## src/rtl/pipeline_flow_ctrl_pkg.sv

```systemverilog
// ============================================================================
// Module      : pipe_ctrl_pkg
// Description : Shared state type and default widths for the pipeline flow
//               controller.
// Revision    : 1.0 - initial release
// ============================================================================
`default_nettype none

package pipe_ctrl_pkg;

  typedef enum logic [1:0] {
    IDLE  = 2'd0,
    RUN   = 2'd1,
    DRAIN = 2'd2,
    DONE  = 2'd3
  } flow_state_t;

  localparam int REG_AW_DEFAULT       = 4;
  localparam int PC_W_DEFAULT         = 32;
  localparam int DRAIN_CYCLES_DEFAULT = 3;

endpackage

`default_nettype wire

```

## src/rtl/pipeline_flow_ctrl_if.sv

```systemverilog
// ============================================================================
// Module      : pipeline_flow_ctrl_if
// Description : Hazard inputs and stall/flush/PC-select outputs between the
//               pipeline datapath (master) and the flow controller (slave).
//               PERF_CNT_EN adds the performance-counter outputs.
// Revision    : 1.0 - initial release
// ============================================================================
`default_nettype none

interface pipeline_flow_ctrl_if
  import pipe_ctrl_pkg::*;
#(
  parameter int REG_AW = REG_AW_DEFAULT,
  parameter int PC_W   = PC_W_DEFAULT
);

  logic              start;
  logic              HaltD;
  logic              BranchTakenE;
  logic [PC_W-1:0]   BranchTargetE;
  logic [REG_AW-1:0] RA1D;
  logic [REG_AW-1:0] RA2D;
  logic [REG_AW-1:0] WA3E;
  logic              MemtoRegE;

  logic              PCSelF;
  logic [PC_W-1:0]   PCTargetF;
  logic              StallF;
  logic              StallD;
  logic              FlushD;
  logic              FlushE;
  logic              Running;
  logic              Done;

`ifdef PERF_CNT_EN
  logic [31:0]       CycleCnt;
  logic [31:0]       BubbleCnt;
  logic [31:0]       BranchCnt;
`endif

  modport master (
`ifdef PERF_CNT_EN
    input  CycleCnt, BubbleCnt, BranchCnt,
`endif
    output start, HaltD, BranchTakenE, BranchTargetE, RA1D, RA2D, WA3E, MemtoRegE,
    input  PCSelF, PCTargetF, StallF, StallD, FlushD, FlushE, Running, Done
  );

  modport slave (
`ifdef PERF_CNT_EN
    output CycleCnt, BubbleCnt, BranchCnt,
`endif
    input  start, HaltD, BranchTakenE, BranchTargetE, RA1D, RA2D, WA3E, MemtoRegE,
    output PCSelF, PCTargetF, StallF, StallD, FlushD, FlushE, Running, Done
  );

endinterface

`default_nettype wire

```

## src/rtl/pipeline_flow_ctrl_hazard_detect.sv

```systemverilog
// ============================================================================
// Module      : hazard_detect
// Description : Load-use compare between the load in E and the sources in D.
// Revision    : 1.0 - initial release
// ============================================================================
`default_nettype none

module hazard_detect #(
  parameter int REG_AW = 4
) (
  input  wire logic              MemtoRegE,
  input  wire logic [REG_AW-1:0] WA3E,
  input  wire logic [REG_AW-1:0] RA1D,
  input  wire logic [REG_AW-1:0] RA2D,
  output logic                   lwStall
);

  assign lwStall = MemtoRegE && ((WA3E == RA1D) || (WA3E == RA2D));

endmodule

`default_nettype wire

```

## src/rtl/pipeline_flow_ctrl.sv

```systemverilog
// ============================================================================
// Module      : pipeline_flow_ctrl
// Description : Run/halt sequencer and hazard resolver for the 5-stage
//               pipeline front end. Optional macro PERF_CNT_EN adds cycle,
//               bubble and branch counters.
// Revision    : 1.0 - initial release
// ============================================================================
`default_nettype none

module pipeline_flow_ctrl
  import pipe_ctrl_pkg::*;
#(
  parameter int REG_AW       = REG_AW_DEFAULT,
  parameter int PC_W         = PC_W_DEFAULT,
  parameter int DRAIN_CYCLES = DRAIN_CYCLES_DEFAULT
) (
  input wire logic            clk,
  input wire logic            reset,
  pipeline_flow_ctrl_if.slave bus
);

  localparam int               CNT_W      = (DRAIN_CYCLES > 1) ? $clog2(DRAIN_CYCLES) : 1;
  localparam logic [CNT_W-1:0] DRAIN_LAST = CNT_W'(DRAIN_CYCLES - 1);

  flow_state_t      state_q, state_d;
  logic [CNT_W-1:0] drain_cnt_q, drain_cnt_d;

  logic             lw_stall;
  logic             pc_sel;
  logic [PC_W-1:0]  pc_target;
  logic             stall_f, stall_d, flush_d, flush_e;

  hazard_detect #(
    .REG_AW (REG_AW)
  ) u_hazard_detect (
    .MemtoRegE (bus.MemtoRegE),
    .WA3E      (bus.WA3E),
    .RA1D      (bus.RA1D),
    .RA2D      (bus.RA2D),
    .lwStall   (lw_stall)
  );

  always_ff @(posedge clk or negedge reset) begin
    if (!reset) begin
      state_q     <= IDLE;
      drain_cnt_q <= '0;
    end else begin
      state_q     <= state_d;
      drain_cnt_q <= drain_cnt_d;
    end
  end

  always_comb begin
    state_d     = state_q;
    drain_cnt_d = drain_cnt_q;
    pc_sel      = 1'b0;
    pc_target   = '0;
    stall_f     = 1'b0;
    stall_d     = 1'b0;
    flush_d     = 1'b0;
    flush_e     = 1'b0;

    case (state_q)
      IDLE, DONE: begin
        stall_f = 1'b1;
        stall_d = 1'b1;
        flush_e = 1'b1;
        if (bus.start) begin
          state_d = RUN;
        end
      end

      RUN: begin
        // A taken branch flushes the D instruction, so neither a load-use
        // stall nor a halt sitting in D can take effect that cycle.
        if (bus.BranchTakenE) begin
          pc_sel    = 1'b1;
          pc_target = bus.BranchTargetE;
          flush_d   = 1'b1;
          flush_e   = 1'b1;
        end else begin
          if (lw_stall) begin
            stall_f = 1'b1;
            stall_d = 1'b1;
            flush_e = 1'b1;
          end
          if (bus.HaltD) begin
            stall_f     = 1'b1;
            flush_d     = 1'b1;
            state_d     = DRAIN;
            drain_cnt_d = '0;
          end
        end
      end

      DRAIN: begin
        stall_f = 1'b1;
        flush_d = 1'b1;
        if (drain_cnt_q == DRAIN_LAST) begin
          state_d     = DONE;
          drain_cnt_d = '0;
        end else begin
          drain_cnt_d = drain_cnt_q + CNT_W'(1);
        end
      end

      default: begin
        state_d     = IDLE;
        drain_cnt_d = '0;
      end
    endcase
  end

  assign bus.PCSelF    = pc_sel;
  assign bus.PCTargetF = pc_target;
  assign bus.StallF    = stall_f;
  assign bus.StallD    = stall_d;
  assign bus.FlushD    = flush_d;
  assign bus.FlushE    = flush_e;
  assign bus.Running   = (state_q == RUN);
  assign bus.Done      = (state_q == DONE);

`ifdef PERF_CNT_EN
  logic [31:0] cycle_cnt_q, cycle_cnt_d;
  logic [31:0] bubble_cnt_q, bubble_cnt_d;
  logic [31:0] branch_cnt_q, branch_cnt_d;

  always_comb begin
    cycle_cnt_d  = cycle_cnt_q;
    bubble_cnt_d = bubble_cnt_q;
    branch_cnt_d = branch_cnt_q;
    if ((state_q == IDLE || state_q == DONE) && bus.start) begin
      cycle_cnt_d  = '0;
      bubble_cnt_d = '0;
      branch_cnt_d = '0;
    end
    if (state_q == RUN || state_q == DRAIN) begin
      cycle_cnt_d = cycle_cnt_q + 32'd1;
    end
    if (state_q == RUN && bus.BranchTakenE) begin
      branch_cnt_d = branch_cnt_q + 32'd1;
    end
    if (state_q == RUN && !bus.BranchTakenE && lw_stall) begin
      bubble_cnt_d = bubble_cnt_q + 32'd1;
    end
  end

  always_ff @(posedge clk or negedge reset) begin
    if (!reset) begin
      cycle_cnt_q  <= '0;
      bubble_cnt_q <= '0;
      branch_cnt_q <= '0;
    end else begin
      cycle_cnt_q  <= cycle_cnt_d;
      bubble_cnt_q <= bubble_cnt_d;
      branch_cnt_q <= branch_cnt_d;
    end
  end

  assign bus.CycleCnt  = cycle_cnt_q;
  assign bus.BubbleCnt = bubble_cnt_q;
  assign bus.BranchCnt = branch_cnt_q;
`endif

endmodule

`default_nettype wire

```

## src/flat_wrapper.sv

```systemverilog
// flat-port wrapper written by rule: the top's interface ports become plain ports
module pipeline_flow_ctrl_flat import pipe_ctrl_pkg::*;
#(
  parameter int REG_AW       = REG_AW_DEFAULT,
  parameter int PC_W         = PC_W_DEFAULT,
  parameter int DRAIN_CYCLES = DRAIN_CYCLES_DEFAULT
)
  (clk, reset, bus_start, bus_HaltD, bus_BranchTakenE, bus_BranchTargetE, bus_RA1D, bus_RA2D, bus_WA3E, bus_MemtoRegE, bus_PCSelF, bus_PCTargetF, bus_StallF, bus_StallD, bus_FlushD, bus_FlushE, bus_Running, bus_Done);
  pipeline_flow_ctrl_if #(.REG_AW(REG_AW), .PC_W(PC_W)) bus_i ();
  input wire logic clk;
  input wire logic reset;
  input wire logic [$bits(bus_i.start)-1:0] bus_start;
  input wire logic [$bits(bus_i.HaltD)-1:0] bus_HaltD;
  input wire logic [$bits(bus_i.BranchTakenE)-1:0] bus_BranchTakenE;
  input wire logic [$bits(bus_i.BranchTargetE)-1:0] bus_BranchTargetE;
  input wire logic [$bits(bus_i.RA1D)-1:0] bus_RA1D;
  input wire logic [$bits(bus_i.RA2D)-1:0] bus_RA2D;
  input wire logic [$bits(bus_i.WA3E)-1:0] bus_WA3E;
  input wire logic [$bits(bus_i.MemtoRegE)-1:0] bus_MemtoRegE;
  output wire logic [$bits(bus_i.PCSelF)-1:0] bus_PCSelF;
  output wire logic [$bits(bus_i.PCTargetF)-1:0] bus_PCTargetF;
  output wire logic [$bits(bus_i.StallF)-1:0] bus_StallF;
  output wire logic [$bits(bus_i.StallD)-1:0] bus_StallD;
  output wire logic [$bits(bus_i.FlushD)-1:0] bus_FlushD;
  output wire logic [$bits(bus_i.FlushE)-1:0] bus_FlushE;
  output wire logic [$bits(bus_i.Running)-1:0] bus_Running;
  output wire logic [$bits(bus_i.Done)-1:0] bus_Done;
  assign bus_i.start = bus_start;
  assign bus_i.HaltD = bus_HaltD;
  assign bus_i.BranchTakenE = bus_BranchTakenE;
  assign bus_i.BranchTargetE = bus_BranchTargetE;
  assign bus_i.RA1D = bus_RA1D;
  assign bus_i.RA2D = bus_RA2D;
  assign bus_i.WA3E = bus_WA3E;
  assign bus_i.MemtoRegE = bus_MemtoRegE;
  assign bus_PCSelF = bus_i.PCSelF;
  assign bus_PCTargetF = bus_i.PCTargetF;
  assign bus_StallF = bus_i.StallF;
  assign bus_StallD = bus_i.StallD;
  assign bus_FlushD = bus_i.FlushD;
  assign bus_FlushE = bus_i.FlushE;
  assign bus_Running = bus_i.Running;
  assign bus_Done = bus_i.Done;
  pipeline_flow_ctrl #(.REG_AW(REG_AW), .PC_W(PC_W), .DRAIN_CYCLES(DRAIN_CYCLES)) u_core (.clk(clk), .reset(reset), .bus(bus_i));
endmodule
```

## config.mk

```make
export PLATFORM = sky130hd
export DESIGN_NAME = pipeline_flow_ctrl_flat
export DESIGN_NICKNAME = d
export VERILOG_FILES = /design/src/rtl/pipeline_flow_ctrl_pkg.sv /design/src/rtl/pipeline_flow_ctrl_if.sv /design/src/rtl/pipeline_flow_ctrl_hazard_detect.sv /design/src/rtl/pipeline_flow_ctrl.sv /design/src/flat_wrapper.sv
export SDC_FILE = /design/constraint.sdc
export NUM_CORES = 1
export LEC_CHECK = 0
export CORE_ASPECT_RATIO = 0.7
export CORE_UTILIZATION = 26
export DETAILED_ROUTE_END_ITERATION = 16
export HOLD_SLACK_MARGIN = 0.08
export PLACE_DENSITY = 0.86
export SETUP_SLACK_MARGIN = 0.1
export SLEW_MARGIN = 20
export SYNTH_ARGS = -nofsm -noshare
export SYNTH_HDL_FRONTEND = slang
export SYNTH_SLANG_ARGS = --single-unit
```

## constraint.sdc

```tcl
create_clock -name clk -period 3.5 [get_ports clk]
set_clock_uncertainty 0.05 [all_clocks]
set_input_delay 0.35 -clock clk [delete_from_list [all_inputs] [get_ports clk]]
set_output_delay 0.35 -clock clk [all_outputs]
set_load 0.005 [all_outputs]
```

# Word level (Yosys, flattened, before mapping)
# Cells that the tools add are included.
[word_totals] regBits=4 inputBits=50 output_inout_bits=39 elab_cells=45
[classes] n_eq_ne=10 add_sub_neg=1 n_reduce_logical=8 muxes=24
[ops] cell="2-to-1 mux 32 bit" n=2
[ops] cell="2-to-1 mux 2 bit" n=7
[ops] cell="2-to-1 mux 1 bit" n=9
[ops] cell="equality test 4 bit" n=2
[ops] cell="one-hot mux 1 bit (2 select lines)" n=4
[ops] cell="equality test 2 bit (second input constant)" n=3
[ops] cell="!= test 2 bit (second input constant)" n=3
[ops] cell="one-hot mux 2 bit (3 select lines)" n=1
[ops] cell="one-hot mux 2 bit (2 select lines)" n=1
[ops] cell="AND reduction 4 bit" n=1
[ops] cell="AND reduction 3 bit" n=1
[ops] cell="OR reduction 3 bit" n=1
[ops] cell="adder 2 x 1 -> 2 bit (second input constant)" n=1
[ops] cell="equality test 2 x 1 -> 1 bit (second input constant)" n=1
[ops] cell="zero test 2 bit" n=1
[ops] cell="!= test 2 x 1 -> 1 bit (second input constant)" n=1
[ops] cell="nonzero test 2 bit" n=1
[ops] cell="OR reduction 2 bit" n=1
[ops] cell="logical AND 1 bit" n=1
[ops] cell="logical OR 1 bit" n=1

# Logic depth before layout (Yosys ltp)
[depth] word_depth=7 mapped_depth=6

# Modules after synthesis
# A second synthesis with hierarchy kept.
[unflattened] hier_cells=90 area_unflattened_um2=690.7
[modules_own_cells] mod="pipeline_flow_ctrl" n_inst=1 cells_per_inst=79 area_per_inst_um2=600.6
[modules_own_cells] mod="hazard_detect" n_inst=1 cells_per_inst=11 area_per_inst_um2=90.1

# Worst setup path before layout
# Ideal clock, no wire load.
[synth_path] path_kind="reg-to-output" from="reg u_core.state_q[1]" to="out bus_PCTargetF[10]" t_arrival_ns=1.283 path_stages_with_launch=6 path_buffers=2 path_slack_ns=1.817 path_cell_list="dfrtp_1 -> inv_1 -> ha_1 -> clkbuf_1 -> clkbuf_1 -> and3_1"
[synth_via] elab_chain_len=2
[synth_rtl] element="from (decl)" line_no="pipeline_flow_ctrl.sv:25" rtl="flow_state_t state_q, state_d;"
[synth_rtl] element="from (signal assigned)" line_no="pipeline_flow_ctrl.sv:48" rtl="state_q <= state_d;"
[synth_rtl] element="equality test 2 x 1 -> 1 bit"
[synth_rtl] element="named net bus_Running" line_no="flat_wrapper.sv:26" rtl="output wire logic [$bits(bus_i.Running)-1:0] bus_Running;"
[synth_rtl] element="2-to-1 mux 32 bit" line_no="pipeline_flow_ctrl.sv:63" rtl="case (state_q)"
[synth_rtl] element="to (decl)" line_no="flat_wrapper.sv:21" rtl="output wire logic [$bits(bus_i.PCTargetF)-1:0] bus_PCTargetF;"
# The timed path passes the listed nets, and every way through them passes these cells.

# Worst setup path after layout
[layout_path] from="in bus_BranchTakenE" to="out bus_StallF"
[layout_via] elab_chain_len=2
[layout_rtl] element="from (decl)" line_no="flat_wrapper.sv:14" rtl="input wire logic [$bits(bus_i.BranchTakenE)-1:0] bus_BranchTakenE;"
[layout_rtl] element="2-to-1 mux 1 bit" line_no="pipeline_flow_ctrl.sv:76" rtl="if (bus.BranchTakenE) begin"
[layout_rtl] element="one-hot mux 1 bit (2 select lines)" line_no="pipeline_flow_ctrl.sv:63"
[layout_rtl] element="to (decl)" line_no="flat_wrapper.sv:22" rtl="output wire logic [$bits(bus_i.StallF)-1:0] bus_StallF;"
# No other way between the ends.

==> flow_metrics.env <==
export IMPL_hold_viol=0
export IMPL_drtAntennaViolNets=0
export IMPL_route_vias_total=924
export IMPL_netlist_top_cells_area="and3_1 (31%), dfrtp_1 (16%), ha_1 (7.8%)"
export IMPL_p_clk_frac=0.082
export IMPL_dr_pass1_iters=5
export IMPL_hpwlAfterDp_um=2300
export IMPL_ir_worst_vdd_mv=0.360
export IMPL_r2r_start="u_core.state_q[1]"
export IMPL_grt_pass1_vias=868
export IMPL_crit_path_end_kind="output pin"
export IMPL_cp_top_family="buffers and inverters"
export IMPL_path_depth=4
export IMPL_switching_share=0.382
export IMPL_path_clk_slew_ns=0.04
export IMPL_cts_resized=0
export IMPL_startpoint_type="input pin"
export IMPL_crit_type="in -> out"
export IMPL_drt_total_wl_um=2640
export IMPL_r2r_setup_slack_ns=1.78
export IMPL_routedWlPerCell_um=13.1
export IMPL_status="finished, final reports clean"
export IMPL_dieHeight_um=43.6
export IMPL_post_cts_buffers=0
export IMPL_reg2regPathDepth=5
export IMPL_holdBufCountCts=0
export IMPL_clockBufferDepth=2
export IMPL_slew_headroom=0.375
export IMPL_num_rows=14
export IMPL_drv_slew=0
export IMPL_cp_required_ns=3.10
export IMPL_p_per_area_mw_per_mm2=463
export IMPL_yosysMostFrequentCell="and3_1"
export IMPL_yosys_top_cells_count="and3_1 (32), clkbuf_1 (8), inv_1 (7)"
export IMPL_synth_warnings=0
export IMPL_h_tree_depth=1
export IMPL_max_cap_viol_count=0
export IMPL_cts_root_buf="clkbuf_4"
export IMPL_fillers=197
export IMPL_synth_avg_cell_area_sq_um=7.55
export IMPL_dieWidth_um=61.4
export IMPL_worst_path_buf_inv=2
export IMPL_synth_edff_count=0
export IMPL_p_int_uw=447
export IMPL_drive_above_1_share=0.0473
export IMPL_final_nets=225
export IMPL_grt_pass1_wl_um=3980
export IMPL_synth_top_area_frac=0.312
export IMPL_initial_core_util=0.286
export IMPL_cts_inserted_buffers=3
export IMPL_antenna_found_initial=0
export IMPL_combPwrFrac=0.802
export IMPL_p_seq_frac=0.116
export IMPL_crit_path_cell_trace="clkdlybuf4s50_1 > nand2b_4 > o311ai_1 > clkdlybuf4s50_1"
export IMPL_crit_slowest_cell="clkdlybuf4s50_1"
export IMPL_synth_ff_latch_count=4
export IMPL_die_area_sq_mm=0.00267
export IMPL_synth_top_flop_cell="dfrtp_1"
export IMPL_grtUsageTotal=0.200
export IMPL_post_route_util=0.697
export IMPL_clock_sinks=4
export IMPL_portBuffers=88
export IMPL_hold_class="in -> async"
export IMPL_cellLeakagePower_nw=0.718
export IMPL_power_switching_uw=276
export IMPL_fin_setup_tns_ns=0
export IMPL_clk_latency_ns=0.24
export IMPL_cts_tree="done"
export IMPL_place_congestion=0.674
export IMPL_slowest_delay_ns=1.09
export IMPL_crit_top_cell="clkdlybuf4s50_1"
export IMPL_drcViolationCount=0
export IMPL_grt_max_degree=39
export IMPL_async_reset_ff_frac=1.00
export IMPL_yosysTopAreaCell="and3_1"
export IMPL_tightest_slew_ns=0.934
export IMPL_area_delta_synth_final_pct=143
export IMPL_synth_nets=139
export IMPL_crit_reg2reg_capture="u_core.state_q[1]"
export IMPL_pin_count=89
export IMPL_core_area_sq_mm=0.00224
export IMPL_drt_iter0_drc=22
export IMPL_max_freq_mhz=368
export IMPL_ys_types=23
export IMPL_n_antenna_cell=0
export IMPL_ys_seq_area_frac=0.156
export IMPL_grt_overflow=0
export IMPL_period_minus_slack_ns=2.72
export IMPL_rsz0062_at_grt="false"
export IMPL_setup_viol=0
export IMPL_critPathArrivalTime_ns=2.32
export IMPL_syn_area_sq_um=642
export IMPL_fin_crit_sh=0.777
export IMPL_crit_fanout=38
export IMPL_postSynthCellCount=85
export IMPL_viasPerCell=4.60
## cell type report
cell class	instances	area (sq um)	share of cell area
multi-input cells	66	485	0.311
flip-flops and latches	4	100	0.0641
well taps	32	40.0	0.0256
repair buffers	89	888	0.568
inverters	7	26.3	0.0168
clock buffers	3	22.5	0.0144
## worst max-delay path by stage
stage / from / to / slack, ns
after floorplan: u_core.state_q[1] / bus_PCTargetF[10] / 1.82
after global placement: bus_BranchTakenE / bus_StallF / 0.85
after detailed placement: bus_BranchTakenE / bus_StallF / 0.79
after CTS: bus_BranchTakenE / bus_StallF / 0.80
after global routing: bus_BranchTakenE / bus_FlushE / 0.63
final: bus_BranchTakenE / bus_StallF / 0.78
## logic make-up (layout without fill, tap and decap cells)
kind of cell	after synthesis	in the layout	synth area share
flops	4	4	0.156
simple gates	42	42	0.411
xor+xnor	8	8	0.109
mux	1	1	0.0156
buf+inv	15	99	0.0877
fa+ha+maj	4	4	0.0780
compound gates	11	11	0.142
## registers in the layout, indices dropped and copies added, names as in the netlist
register and cells:
u_core.drain_cnt_q 2, u_core.state_q 2
## worst register-to-register path, stage by stage (launching register included)
cell and delay [ns]:
dfrtp_1 0.39, inv_1 0.09, ha_1 0.30, a222oi_1 0.57, nor2_1 0.09, a21oi_1 0.14
## metal layers
layer / GRT usage / part of all wire
met5: 0 / 0
met4: 0.0533 / 0.0064
met2: 0.404 / 0.53
met1: 0.204 / 0.39
met3: 0.0418 / 0.066
## cell usage in the layout (no fill, tap or decap)
cell	netlist	layout
a21oi_1	4	4
a222oi_1	1	1
a41oi_1	1	1
and2_1	1	1
and3_1	32	32
buf_4	0	1
clkbuf_4	0	3
clkdlybuf4s50_1	0	88
dfrtp_1	4	4
ha_1	4	4
inv_1	7	7
mux2i_1	1	1
nand2_1	2	2
nand2b_1	1	1
nand2b_4	1	1
nand3_1	2	2
nor2_1	2	2
nor4_2	1	1
o21ai_1	1	1
o22ai_1	1	1
o311ai_1	1	1
o311ai_2	1	1
o41ai_2	1	1
xnor2_1	4	4
xor2_1	4	4
## power groups by stage
stage | registers [mW] | logic, mW | clock network [mW]
2_1_floorplan | 0.0796 | 0.268 | 0
3_3_place_gp | 0.0815 | 0.559 | 0
3_5_place_dp | 0.0843 | 0.583 | 0
4_1_cts | 0.0835 | 0.584 | 0.0626
5_1_grt | 0.0858 | 0.634 | 0.0646
6_report | 0.0835 | 0.580 | 0.0595
## metrics by stage
stage | worst slack [ns] | std cells | hold slack [ns] | power (mW) | instance area (sq um)
6_report | 0.781 | 201 | 0.263 | 0.723 | 1560
5_1_grt | 0.630 | 201 | 0.272 | 0.784 | 1560
4_1_cts | 0.802 | 201 | 0.259 | 0.730 | 1560
3_5_place_dp | 0.790 | 198 | 0.507 | 0.667 | 1540
3_3_place_gp | 0.850 | 198 | 0.482 | 0.640 | 1540
2_1_floorplan | 1.82 | 85 | 0.00441 | 0.348 | 642
Note: power is estimated with default switching activity, not from simulation.
